**src/rtl/uart_tx_feeder.sv**
```systemverilog
// ---------------------------------------------------------------------------
// uart_tx_feeder
//   Word-to-byte sequencer that sits in front of uart_tx. Input words are
//   queued in a small FIFO and streamed out MSB byte first, one uart_tx
//   frame per byte. The feeder paces itself on uart_tx's tx_active/tx_done
//   and never raises tx_start while the transmitter reports busy.
//
//   Build option: define UART_TX_FEEDER_EOL_EN to follow every word with a
//   CR (8'h0D) and LF (8'h0A) frame. Without it a word is exactly
//   WORD_BYTES frames and no end-of-line logic exists in the netlist.
// ---------------------------------------------------------------------------
module uart_tx_feeder #(
    parameter int WORD_BYTES = 4,   // bytes per input word (>=1)
    parameter int DEPTH      = 4,   // FIFO depth in words, power of two
    parameter int ADDR_W     = 2    // log2(DEPTH)
) (
    input  logic                    clk,
    input  logic                    rst,        // asynchronous, active-high
    // word input
    input  logic                    wr_valid,
    output logic                    wr_ready,
    input  logic [8*WORD_BYTES-1:0] wr_word,
    // uart_tx side
    output logic                    tx_start,   // one-cycle frame request
    output logic [7:0]              tx_byte,    // held from tx_start to tx_done
    input  logic                    tx_done,    // frame-complete pulse
    input  logic                    tx_active,  // transmitter busy
    // status
    output logic                    word_done,  // last frame of a word finished
    output logic [ADDR_W:0]         count,      // words waiting in the FIFO
    output logic                    busy
);

    localparam int WORD_W = 8 * WORD_BYTES;

`ifdef UART_TX_FEEDER_EOL_EN
    localparam int FRAMES = WORD_BYTES + 2;
`else
    localparam int FRAMES = WORD_BYTES;
`endif

    // byte_idx runs 0..FRAMES-1; one spare bit keeps the width legal when FRAMES==1
    localparam int IDX_W = $clog2(FRAMES) + 1;

    localparam logic [IDX_W-1:0]  LAST_IDX = IDX_W'(FRAMES - 1);
    localparam logic [IDX_W-1:0]  IDX_ONE  = IDX_W'(1);
    localparam logic [ADDR_W-1:0] PTR_ONE  = ADDR_W'(1);
    localparam logic [ADDR_W:0]   CNT_ONE  = (ADDR_W + 1)'(1);
    localparam logic [ADDR_W:0]   FULL_CNT = (ADDR_W + 1)'(DEPTH);

    typedef enum logic [1:0] {
        IDLE = 2'd0,   // nothing loaded in the shift register
        ARM  = 2'd1,   // byte loaded, waiting for the transmitter to be free
        SEND = 2'd2    // frame requested, waiting for tx_done
    } state_e;

    // ---------------------------------------------------------------------
    // State
    // ---------------------------------------------------------------------
    state_e              state_q,     state_d;
    logic [WORD_W-1:0]   shreg_q,     shreg_d;
    logic [IDX_W-1:0]    byte_idx_q,  byte_idx_d;
    logic                tx_start_q,  tx_start_d;
    logic                word_done_q, word_done_d;
    logic [ADDR_W:0]     count_q,     count_d;
    logic [ADDR_W-1:0]   wr_ptr_q,    wr_ptr_d;
    logic [ADDR_W-1:0]   rd_ptr_q,    rd_ptr_d;
    logic                wr_ready_q;

    logic [WORD_W-1:0]   mem [DEPTH];

    logic                push;
    logic                pop;
    logic [WORD_W-1:0]   shreg_next;   // shift-register contents for the following frame

    // wr_ready comes from a register, so a pop in this cycle cannot free a slot for this cycle's write
    assign push = wr_valid & wr_ready_q;

    // ---------------------------------------------------------------------
    // Word storage: written only on an accepted push
    // ---------------------------------------------------------------------
    // NOTE: the word array is deliberately left out of reset; count and the
    // pointers alone decide which entries are live, so clearing them flushes
    // the FIFO and the array can map onto plain RAM/flops without a reset net.
    always_ff @(posedge clk) begin
        if (push) begin
            mem[wr_ptr_q] <= wr_word;
        end
    end

    // ---------------------------------------------------------------------
    // Next byte to present after a completed frame
    // ---------------------------------------------------------------------
`ifdef UART_TX_FEEDER_EOL_EN
    localparam logic [IDX_W-1:0] DATA_LAST_IDX = IDX_W'(WORD_BYTES - 1);
    localparam logic [IDX_W-1:0] CR_IDX        = IDX_W'(WORD_BYTES);

    // Shift the data out, then substitute CR and LF after the last data byte
    always_comb begin
        shreg_next = shreg_q << 8;
        if (byte_idx_q == DATA_LAST_IDX) begin
            shreg_next[WORD_W-1 -: 8] = 8'h0D;
        end else if (byte_idx_q == CR_IDX) begin
            shreg_next[WORD_W-1 -: 8] = 8'h0A;
        end
    end
`else
    // Plain MSB-first shift
    assign shreg_next = shreg_q << 8;
`endif

    // ---------------------------------------------------------------------
    // Sequencer next-state and registered-output logic
    // ---------------------------------------------------------------------
    // NOTE: every signal driven here gets a default before the case
    // statement; a path that leaves one unassigned would infer a latch.
    always_comb begin
        state_d     = state_q;
        shreg_d     = shreg_q;
        byte_idx_d  = byte_idx_q;
        tx_start_d  = 1'b0;
        word_done_d = 1'b0;
        pop         = 1'b0;

        case (state_q)
            IDLE: begin
                if (count_q != '0) begin
                    pop        = 1'b1;
                    shreg_d    = mem[rd_ptr_q];
                    byte_idx_d = '0;
                    state_d    = ARM;
                end
            end

            ARM: begin
                // A stale tx_done from a frame started before a reset also blocks the start
                if (!tx_active && !tx_done) begin
                    tx_start_d = 1'b1;
                    state_d    = SEND;
                end
            end

            SEND: begin
                if (tx_done) begin
                    if (byte_idx_q != LAST_IDX) begin
                        shreg_d    = shreg_next;
                        byte_idx_d = byte_idx_q + IDX_ONE;
                        state_d    = ARM;
                    end else begin
                        word_done_d = 1'b1;
                        if (count_q != '0) begin
                            // chain straight into the next word without visiting IDLE
                            pop        = 1'b1;
                            shreg_d    = mem[rd_ptr_q];
                            byte_idx_d = '0;
                            state_d    = ARM;
                        end else begin
                            state_d = IDLE;
                        end
                    end
                end
            end

            default: begin
                state_d = IDLE;
            end
        endcase
    end

    // ---------------------------------------------------------------------
    // FIFO pointer and occupancy update
    // ---------------------------------------------------------------------
    always_comb begin
        wr_ptr_d = wr_ptr_q;
        rd_ptr_d = rd_ptr_q;
        count_d  = count_q;

        if (push) begin
            wr_ptr_d = wr_ptr_q + PTR_ONE;
        end
        if (pop) begin
            rd_ptr_d = rd_ptr_q + PTR_ONE;
        end

        case ({push, pop})
            2'b10:   count_d = count_q + CNT_ONE;
            2'b01:   count_d = count_q - CNT_ONE;
            default: count_d = count_q;   // idle, or push and pop cancel out
        endcase
    end

    // ---------------------------------------------------------------------
    // State registers
    // ---------------------------------------------------------------------
    // NOTE: state registers use non-blocking assignments so every flop
    // samples the pre-edge values computed above, independent of the order
    // of statements or processes.
    always_ff @(posedge clk or posedge rst) begin
        if (rst) begin
            state_q     <= IDLE;
            shreg_q     <= '0;
            byte_idx_q  <= '0;
            tx_start_q  <= 1'b0;
            word_done_q <= 1'b0;
            count_q     <= '0;
            wr_ptr_q    <= '0;
            rd_ptr_q    <= '0;
            wr_ready_q  <= 1'b0;
        end else begin
            state_q     <= state_d;
            shreg_q     <= shreg_d;
            byte_idx_q  <= byte_idx_d;
            tx_start_q  <= tx_start_d;
            word_done_q <= word_done_d;
            count_q     <= count_d;
            wr_ptr_q    <= wr_ptr_d;
            rd_ptr_q    <= rd_ptr_d;
            // tracks (count_q < DEPTH) one edge ahead, and stays low while in reset
            wr_ready_q  <= (count_d < FULL_CNT);
        end
    end

    // ---------------------------------------------------------------------
    // Outputs
    // ---------------------------------------------------------------------
    assign wr_ready  = wr_ready_q;
    assign tx_start  = tx_start_q;
    assign tx_byte   = shreg_q[WORD_W-1 -: 8];
    assign word_done = word_done_q;
    assign count     = count_q;
    assign busy      = (state_q != IDLE) | (count_q != '0);

endmodule

```
**config.mk**
```make
export PLATFORM = sky130hd
export DESIGN_NAME = uart_tx_feeder
export DESIGN_NICKNAME = d
export VERILOG_FILES = /design/src/rtl/uart_tx_feeder.sv
export SDC_FILE = /design/constraint.sdc
export NUM_CORES = 1
export LEC_CHECK = 0
export ABC_AREA = 1
export CORE_ASPECT_RATIO = 1.25
export CORE_MARGIN = 2
export CORE_UTILIZATION = 50
export DETAILED_ROUTE_END_ITERATION = 8
export PLACE_DENSITY = 0.77
export SKIP_CTS_REPAIR_TIMING = 1
export SLEW_MARGIN = 10
export SYNTH_ARGS = -nofsm -noshare
export SYNTH_HDL_FRONTEND = slang
export SYNTH_SLANG_ARGS = --single-unit
```
**constraint.sdc**
```tcl
create_clock -name clk -period 2.5 [get_ports clk]
set_input_delay 0.5 -clock clk [delete_from_list [all_inputs] [get_ports clk]]
set_output_delay 0.5 -clock clk [all_outputs]
set_load 0.02 [all_outputs]
```
==> Yosys cells after proc, flatten, opt, wreduce, memory -nomap -nowiden <==
Memory sizes are Yosys's and may differ from the RTL's.
Index checks and enable logic that the tools add are counted.
{ "classes": {"n_reduce_logical": 9, "bitwise_logic": 2, "addsub": 5, "n_mux": 26, "n_eq_ne": 8, "magnitude_cmp": 1} }
{ "op_table": {"columns": ["op", "count"], "rows": [
  ["two-way mux 32 bit", 3],
  ["one-hot mux 32 bit (2 select lines)", 1],
  ["two-way mux 1 bit", 12],
  ["one-hot mux 3 bit (2 select lines)", 2],
  ["two-way mux 3 bit", 3],
  ["adder 3 x 1 -> 3 bit, second input constant", 2],
  ["two-way mux 2 bit", 3],
  ["!= test 2 bit, second input constant", 3],
  ["one-hot mux 2 bit (3 select lines)", 1],
  ["adder 2 x 1 -> 2 bit, second input constant", 2],
  ["equality test 2 x 1 -> 1 bit, second input constant", 2],
  ["equality test 2 bit, second input constant", 2],
  ["nonzero test 2 bit", 2],
  ["less-than comparator 3 bit, second input constant", 1],
  ["!= test 3 x 2 -> 1 bit, second input constant", 1],
  ["AND reduction 3 bit", 1],
  ["nonzero test 3 bit", 1],
  ["subtractor 3 x 1 -> 3 bit, second input constant", 1],
  ["logical NOT 1 bit", 2],
  ["logical NOT 2 bit", 1],
  ["one-hot mux 1 bit (2 select lines)", 1],
  ["AND reduction 2 bit", 1],
  ["AND 1 bit", 1],
  ["logical AND 1 bit", 1],
  ["OR 1 bit", 1]
]} }
{ "word_totals": {"in_bits": 37, "memories": 1, "ram_bits": 128, "register_bits": 47} }
{ "mem_list": {"columns": ["memory", "depth", "word_bits", "read_ports", "rd_clocked_by_memory_dff", "wr", "line_no", "text"], "rows": [
  ["mem", 4, 32, 1, 0, 1, "70", "logic [WORD_W-1:0] mem [DEPTH];"]
]} }

==> Depth between registers and ports, before layout <==
{ "depth": {"depth_word": 8, "depth_mapped": 12, "depth_no_buf": 11} }

==> Least setup slack after synthesis <==
No wires, ideal clock.
{ "synth_path": {"path_type": "input -> register", "start": "input wr_valid", "end": "memory mem[0][0] (netlist bit), enable pin", "setup_ns": 0.421, "arrival_ns": 2.041, "path_slack_ns": 0.038, "path_buffers": 0, "t_required_ns": 2.079, "path_stages": 2, "path_cell_list": "nand2_1 > nor2_1"} }
{ "synth_via": {"elab_chain_len": 3} }
{ "synth_rtl": {"columns": ["item", "line_no", "text"], "rows": [
  ["start: declaration", "20", "input logic wr_valid,"],
  ["AND 1 bit", "77", "assign push = wr_valid & wr_ready_q;"],
  ["two-way mux 1 bit", "86", "if (push) begin"],
  ["two-way mux 1 bit (implied by the code)", "87", "mem[wr_ptr_q] <= wr_word;"],
  ["end: declaration", "70", null]
]} }
No other way between the ends.

==> metrics <==
status finished clean; Worst Hold Class in -> async; asr flop ratio synth 26.9%; Iter 0 DRT Violations 342; Yosys reg bits 175; dpl hpwl 9.26 mm; DR pass1 iterations 5; multi-input logic area 1770 um^2; final instance area 8410 um^2; clk_lat worst skew 420 ps; Syn Nets 679; antenna violations before repair 0; Final WS setup 159 ps; CTS H-tree lvls 4; fillcell total 1035; WS Path Type reg -> out; Worst EP arrival 1840 ps; DRT Wirelength 14.8 mm; Period minus WS final 2340 ps; drt drc 0; Remaining Overflow, GRT 0; Reg2Reg Setup Slack 290 ps; Core ar. 13900 um^2; die width 111 um; diode count 0; routed length per instance 16.9 um; warnings from Yosys 0; largest net degree at the start of global routing 67; dpl ws 25.1 ps; Layout area overhead 18.5%; Max Slew Vio Count 0; die area 15200 um^2; Cell Area, Synth 7100 um^2; MaxCap Viol Count 0; VDD IR max 0.488 mV; first-pass GRT wire length 23.4 mm; Sink Count 175; post-synth top area share 54.1%; post-synthesis cell type count 26; Layout Skew 7.57 ps; initial core utilization 51.2%; Mapped Avg Cell Area 11.2 um^2; CP endpoint kind primary output; Total Nets Final 735; WP data required 2000 ps; I/O pin cnt 52; crit path max fanout 3; Post-synth EDFFs 128; Slew Limit Headroom 54.7%; gpl congestion 0.864; vias in the first global route 4806; CTS Buf Count 17; layout cells sized above 1 10.1%; cell taking the most area after synthesis edfxtp_1; port bufs 51; GR Util All Layers 20.1%; total leakage power 3.31 nW; worst-margin pin slew 680 ps; setup TNS 0 ps; CTS clock-pin slew for the worst setup and hold paths 60 ps; RSZ-0062 raised after global routing false; most common cell after layout, fill and taps aside nand2_1; most frequent cells in the layout nand2_1, edfxtp_1, nor2_1; TritonCTS clock tree done; DR vias/cell 5.35; setup violators final 0; Rows 48; register area share after synthesis 70.7%; Die Ht 137 um; Clock Tree Root clkbuf_16; final hold vios 0; main area contributors after synthesis edfxtp_1, dfrtp_1, nand2_1; Synth Instances 635; register area 5020 um^2; Area after DPL 7840 um^2; Final ANT Viol Nets 0; Final period util 93.7%; CTS max path bufs 2; power per standard cell area 1180 nW/um^2; commonest register cell after synthesis edfxtp_1; FMAX 0.427 GHz; Vias 4689; Startpoint Class flop
[sequential cells by signal, indices dropped and copies added, names as in the netlist, named ones only]
| name | flops |
|---|---|
| rd_ptr_q | 2 |
| wr_ptr_q | 2 |
| byte_idx_q | 3 |
| tx_start | 1 |
| wr_ready | 1 |
| state_q | 2 |
| count | 2 |
| word_done | 1 |
| mem | 128 |
| shreg_q | 32 |
[kinds of logic after synthesis]
family                   share of synthesized area (%)
XOR/XNOR                                         0.493
flip-flops                                        70.7
adder cells (fa/ha/maj)                           1.34
AO/OA/AOI/OAI                                     5.50
AND/OR/NAND/NOR                                   17.4
buffers and inverters                             4.55
[worst paths after layout]
path,start,cells after the start,to
hold reg to reg,byte_idx_q[2],1,word_done
max in group asynchronous,rst,3,rd_ptr_q[0]
min in group clk,byte_idx_q[2],1,word_done
setup / recovery,flop,5,busy
hold / removal,rst,2,asynchronous set/reset pin
setup reg to reg,byte_idx_q[0],10,wr_ready
[Yosys cell counts (2+ instances only)]
cell type and n:
ha_1 6, nor2_4 2, buf_2 6, or2_2 9
dfrtp_1 47, nand2_1 163, buf_1 6, edfxtp_1 128
xor2_1 3, buf_6 2, inv_1 31, buf_4 11
nand2_2 3, nand3_1 38, nor2_1 85, o21ai_0 53
a21oi_1 21, clkbuf_1 12, or2_0 2
[cell type report]
| class | instances | share of cell area [%] |
|---|---|---|
| flip-flops and latches | 175 | 59.7 |
| clock inverters | 12 | 1.74 |
| multi-input cells | 391 | 21.0 |
| inverters | 32 | 1.43 |
| clock buffers | 18 | 5.10 |
| repair buffers | 74 | 8.42 |
| well taps | 175 | 2.60 |
[routing by layer]
layer  wire (um)  up-vias  part of all wire [%]  GRT usage (%)
met5           0        -                     0              0
met4         308        0                   2.1           9.24
met3         872       26                   5.9           3.87
met2        7760      176                    52           35.9
met1        5860     2268                    40           23.8
li1            -     2219                     -              -
[stage by stage]
step / utilization, % / cells / hold WS, ps / total power, W
floorplan: - / 635 / 425 / 0.00625
global placement: 56.5 / 847 / 455 / 0.00720
detailed placement: 56.5 / 847 / 460 / 0.00737
CTS: 60.6 / 877 / 442 / 0.00996
global route: 60.6 / 877 / 484 / 0.0105
finish: 60.6 / 877 / 429 / 0.00993
[worst max-delay path, stage by stage, from the launching register on]
cell and delay, ps:
dfrtp_1 380, inv_1 120, nand2_1 70, nor2_1 180, nand3_1 120, clkdlybuf4s50_1 550
[report_power, final]
part | switching [W] | internal, W | leakage (nW) | total [W]
Sequential | 0.000250 | 0.00378 | 1.71 | 0.00403
Combinational | 0.00220 | 0.00113 | 1.32 | 0.00332
Clock | 0.00103 | 0.00155 | 0.277 | 0.00258
Power figures use the tool's default switching activity.
